<file path="src/rtl/pulse_sync_pkg.sv">
// Shared definitions for the pulse synchroniser bank: edge-mode encodings
// and small helpers used to size and summarise the pulse vector.
package pulse_sync_pkg;

  typedef enum logic [1:0] {
    EDGE_FALL = 2'd0,
    EDGE_RISE = 2'd1,
    EDGE_BOTH = 2'd2
  } edge_mode_e;

  // Width of an index into n items, never less than one bit.
  function automatic int unsigned clog2_min1(input int unsigned n);
    return (n <= 1) ? 1 : $clog2(n);
  endfunction

  // True when at least two bits are set: clearing the lowest set bit
  // leaves something behind only if a second bit was present.
  function automatic logic popcount_ge2(input logic [15:0] v);
    return (v & (v - 16'd1)) != 16'd0;
  endfunction

endpackage

</file>
<file path="src/rtl/sync_debounce_ch.sv">
// One channel: metastability chain, debounce counter, debounced level and
// a registered single-cycle edge pulse.
module sync_debounce_ch
  import pulse_sync_pkg::*;
#(
  parameter int unsigned SYNC_STAGES     = 2,
  parameter int unsigned DEBOUNCE_CYCLES = 4,
  parameter int          EDGE_MODE       = 0,
  parameter logic        IDLE_LEVEL      = 1'b1
) (
  input  logic clk,
  input  logic rst_n,
  input  logic async_i,
  input  logic enable_i,
  output logic level_o,
  output logic pulse_o,
  output logic pulse_d_o
);

  localparam int unsigned CW = $clog2(DEBOUNCE_CYCLES + 1);

  logic [SYNC_STAGES-1:0] sync_q;
  logic [CW-1:0]          cnt_q, cnt_d;
  logic                   level_q, level_d;
  logic                   pulse_q, pulse_d;
  logic                   sync_out;
  logic                   edge_ok;

  assign sync_out = sync_q[SYNC_STAGES-1];

  // Transition direction towards sync_out that this channel reports.
  assign edge_ok = (EDGE_MODE == int'(EDGE_BOTH)) ||
                   ((EDGE_MODE == int'(EDGE_RISE)) ? sync_out : !sync_out);

  // Synchroniser shift register; only the last stage is consumed.
  always_ff @(posedge clk or negedge rst_n) begin
    if (!rst_n) sync_q <= {SYNC_STAGES{IDLE_LEVEL}};
    else        sync_q <= {sync_q[SYNC_STAGES-2:0], async_i};
  end

  // Debounce: a differing level must persist DEBOUNCE_CYCLES clocks.
  always_comb begin
    cnt_d   = cnt_q;
    level_d = level_q;
    pulse_d = 1'b0;
    if (sync_out == level_q) begin
      cnt_d = '0;
    end else if (cnt_q == CW'(DEBOUNCE_CYCLES - 1)) begin
      level_d = sync_out;
      cnt_d   = '0;
      pulse_d = enable_i && edge_ok;
    end else begin
      cnt_d = cnt_q + 1'b1;
    end
  end

  // Debounce state and pulse register.
  always_ff @(posedge clk or negedge rst_n) begin
    if (!rst_n) begin
      cnt_q   <= '0;
      level_q <= IDLE_LEVEL;
      pulse_q <= 1'b0;
    end else begin
      cnt_q   <= cnt_d;
      level_q <= level_d;
      pulse_q <= pulse_d;
    end
  end

  assign level_o   = level_q;
  assign pulse_o   = pulse_q;
  assign pulse_d_o = pulse_d;

endmodule

</file>
<file path="src/rtl/pulse_sync_bank.sv">
// Multi-channel async input synchroniser/debouncer with a registered
// summary (valid, lowest pulsing index, collision) for the accumulator FSM.
module pulse_sync_bank
  import pulse_sync_pkg::*;
#(
  parameter int unsigned CHANNELS        = 4,
  parameter int unsigned SYNC_STAGES     = 2,
  parameter int unsigned DEBOUNCE_CYCLES = 4,
  parameter int          EDGE_MODE       = 0,
  parameter logic        IDLE_LEVEL      = 1'b1
) (
  input  logic                               clk,
  input  logic                               rst_n,
  input  logic [CHANNELS-1:0]                async_in,
  input  logic                               enable,
  output logic [CHANNELS-1:0]                level_s,
  output logic [CHANNELS-1:0]                pulse,
  output logic                               any_valid,
  output logic [clog2_min1(CHANNELS)-1:0]    first_idx,
  output logic                               collision
);

  localparam int unsigned FW = clog2_min1(CHANNELS);

  logic [CHANNELS-1:0] pulse_d;
  logic [FW-1:0]       first_d, first_q;
  logic                any_q, coll_q;
  logic                found;

  for (genvar g = 0; g < CHANNELS; g++) begin : g_ch
    sync_debounce_ch #(
      .SYNC_STAGES     (SYNC_STAGES),
      .DEBOUNCE_CYCLES (DEBOUNCE_CYCLES),
      .EDGE_MODE       (EDGE_MODE),
      .IDLE_LEVEL      (IDLE_LEVEL)
    ) u_ch (
      .clk       (clk),
      .rst_n     (rst_n),
      .async_i   (async_in[g]),
      .enable_i  (enable),
      .level_o   (level_s[g]),
      .pulse_o   (pulse[g]),
      .pulse_d_o (pulse_d[g])
    );
  end

  // Priority encoder over the next-state pulses, lowest index wins.
  always_comb begin
    first_d = '0;
    found   = 1'b0;
    for (int unsigned i = 0; i < CHANNELS; i++) begin
      if (pulse_d[i] && !found) begin
        first_d = FW'(i);
        found   = 1'b1;
      end
    end
  end

  // Summary registers load alongside the channel pulse registers.
  always_ff @(posedge clk or negedge rst_n) begin
    if (!rst_n) begin
      any_q   <= 1'b0;
      first_q <= '0;
      coll_q  <= 1'b0;
    end else begin
      any_q   <= |pulse_d;
      first_q <= first_d;
      coll_q  <= popcount_ge2(16'(pulse_d));
    end
  end

  assign any_valid = any_q;
  assign first_idx = first_q;
  assign collision = coll_q;

endmodule

</file>
<file path="config.mk">
export PLATFORM = sky130hd
export DESIGN_NAME = pulse_sync_bank
export DESIGN_NICKNAME = d
export VERILOG_FILES = /design/src/rtl/pulse_sync_pkg.sv /design/src/rtl/sync_debounce_ch.sv /design/src/rtl/pulse_sync_bank.sv
export SDC_FILE = /design/constraint.sdc
export NUM_CORES = 1
export LEC_CHECK = 0
export BUFFER_PORTS_ARGS = -buffer_cell sky130_fd_sc_hd__buf_2
export CORE_MARGIN = 4
export CORE_UTILIZATION = 49
export DETAILED_ROUTE_END_ITERATION = 7
export PLACE_DENSITY = 0.73
export SLEW_MARGIN = 20
export SYNTH_ARGS = -nofsm -noshare
export SYNTH_HDL_FRONTEND = slang
export SYNTH_SLANG_ARGS = --single-unit
</file>
<file path="constraint.sdc">
create_clock -name clk -period 1.4 [get_ports clk]
set_clock_uncertainty 0.05 [all_clocks]
set_input_delay 0.14 -clock clk [delete_from_list [all_inputs] [get_ports clk]]
set_output_delay 0.14 -clock clk [all_outputs]
set_load 0.03 [all_outputs]
</file>
==> results.yml <==
worst_setup_path:
  critPathCaptureType: "register"
  reg2reg_depth: 6
  startpoint: "g_ch[2].u_ch.cnt_q[0]$_DFF_PN0_"
  required_ns: 1.56
  r2r_end: "collision$_DFF_PN0_"
  arrival_ns: 1.58
  r2r-start: "g_ch[2].u_ch.cnt_q[0]$_DFF_PN0_"
  path_max_fanout: 4
  r2r_slack_ns: -0.02
  worstSetupPathType: "reg2reg"
  start_kind: "register"
  cp-endpoint: "collision$_DFF_PN0_"
synth:
  syn_avg_cell_area_um2: 14.9
  synth_seq_cells: 32
  synth_edf_count: 0
  synthArstFlopShare: 1.00
  synth_cell_types: 23
  yosys_warnings: 0
  synth_nets: 96
  yosysSeqAreaShare: 0.645
  syn_inst: 85
  synth_flop_cell: "dfrtp_1"
  syn-cell-area_um2: 1260
route:
  drt_pass1_iterations: 4
  vias_per_cell: 4.77
  final_antenna_net_count: 0
  wl_per_cell_um: 12.5
  drt_wl_total_um: 1870
  vias: 711
  drc: 0
  drt_iter0_drc: 6
global_routing:
  grt_usage: 0.132
  grt_max_degree: 33
  grt_pass1_wl_um: 3190
  antenna_found_initial: 0
  grt_pass1_vias: 750
  overflow: 0
cells_and_area:
  final_cell_mix: "dfrtp_1 (20), buf_2 (18), buf_4 (13), dfstp_2 (12), nor3b_1 (8)"
  fin_util: 0.630
  antenna_cells: 0
  drive_gt1_frac: 0.588
  syn2layout_area_growth_pct: 23.3
  final_common_cell: "dfrtp_1"
  finalNetCount: 129
power_and_ir_drop:
  power.leakage_uw: 0.000757
  power_uw: 2650
  p_per_area_nw_per_um2: 1700
  peakVddDrop_v: 0.00147
placement:
  numPortBuffers: 18
  pre_cts_ws_ns: -0.0608
  hpwl_um: 1270
  place_congestion: 0.697
hold_path:
  whs_path_depth: 3
  hp-start: "enable"
  min_path_type: "in2reg"
sta:
  rsz0062_at_grt: "true"
  period_share: 1.01
  fin_ws_ns: -0.0199
  finalCriticalPeriod_ns: 1.42
  hold_viol: 0
  relSlewSlack: 0.553
  finalMaxSlewViolations: 0
  hold_slack_ns: 0.0961
  setup_tns_ns: -0.0328
  timing.fmax_mhz: 704
  setup_viol_count_final: 2
  tightest_slew_ns: 0.670
clock_tree:
  clockBufferDepth: 2
  clk_latency_ns: 0.33
  cts-root-buf: "clkbuf_4"
  cts_tree: "yes"
  htreeDepth: 2
  clock_sinks: 32
  clk_pin_slew_ns: 0.10
  numCtsBuffers: 5
floorplan:
  ios: 19
  core_um2: 2480
  fp.dieArea_um2: 3460
  initial_core_util: 0.511
  die_y_um: 58.8
  die_w_um: 58.8
  num_rows: 18
job:
  maxCapViolCount: 0
status:
  failed_checks: "negative setup slack"
  status: "finished, violations left"
-- per-stage QoR --
step / area (um^2) / cells
final: 1560 / 149
after global routing: 1560 / 149
after CTS: 1520 / 144
after detailed placement: 1370 / 129
after global placement: 1370 / 129
after floorplan: 1280 / 85
-- power by group --
group          switching (uW)  internal, uW  leakage, uW
clock                     288           374    0.0000422
combinational             364           362     0.000318
sequential                111          1150     0.000397
total                     763          1890     0.000757
-- registers in the layout, indices dropped and copies added, names as in the netlist --
name	flops
g_ch.u_ch.cnt_q	12
any_valid	1
g_ch.u_ch.pulse_o	4
g_ch.u_ch.level_o	4
collision	1
g_ch.u_ch.sync_q	8
first_idx	2
-- critical path, cell delays in order (launching register included) --
cell and delay, ns:
dfrtp_1 0.39, ha_2 0.19, nor2b_4 0.13, nand4b_1 0.13, clkinv_2 0.13, a211oi_2 0.25, nor3_2 0.05
-- cell families after synthesis --
kind of cell / after synthesis / share of synthesized area
AND/OR/NAND/NOR: 26 / 0.160
XOR/XNOR: 4 / 0.0277
adder cells (fa/ha/maj): 4 / 0.0396
flip-flops: 32 / 0.645
AO/OA/AOI/OAI: 3 / 0.0198
buffers and inverters: 12 / 0.0722
multiplexers: 4 / 0.0356
-- final cells by class --
| type | count | area, um^2 |
|---|---|---|
| clock inverters | 2 | 35.0 |
| repair buffers | 36 | 238 |
| multi-input cells | 41 | 384 |
| fillers | 195 | 917 |
| inverters | 2 | 8.76 |
| clock buffers | 6 | 41.3 |
| well taps | 30 | 37.5 |
| flip-flops and latches | 32 | 816 |
-- cell usage after synthesis (2+ instances only) --
cell type / number / area (um^2)
nor3_2: 2 / 20.0
dfrtp_1: 20 / 500
nor3_1: 5 / 25.0
buf_4: 8 / 60.1
dfstp_2: 12 / 315
nor3b_1: 8 / 60.1
and4b_1: 2 / 20.0
nor2b_4: 3 / 41.3
xnor2_1: 4 / 35.0
ha_1: 4 / 50.1
buf_6: 2 / 22.5
mux2_2: 4 / 45.0
-- timing repair --
action	in CTS	in global routing
hold endpoints to repair	24	0
hold buffers	5	0
gates resized for setup	3	1
endpoints found under the setup margin	3	4
buffers inserted	2	5
pin swaps	7	3
-- metal layers --
| metal | GRT usage | share of wire | up-vias | routed length, um |
|---|---|---|---|---|
| met5 | 0 | 0 | - | 0 |
| met4 | 0.0777 | 0.026 | 0 | 48 |
| li1 | - | - | 350 | - |
| met3 | 0.0658 | 0.071 | 4 | 132 |
| met2 | 0.219 | 0.50 | 18 | 928 |
| met1 | 0.132 | 0.41 | 339 | 760 |
-- worst min-delay path by stage --
stage / end / slack, ns
after floorplan: any_valid$_DFF_PN0_ / -0.21
after global placement: g_ch[2].u_ch.cnt_q[0]$_DFF_PN0_ / 0.16
after detailed placement: g_ch[1].u_ch.cnt_q[0]$_DFF_PN0_ / 0.17
after CTS: g_ch[3].u_ch.pulse_o$_DFF_PN0_ / 0.08
after global routing: g_ch[3].u_ch.pulse_o$_DFF_PN0_ / 0.09
final: g_ch[3].u_ch.pulse_o$_DFF_PN0_ / 0.1
Power figures use the tool's default switching activity.
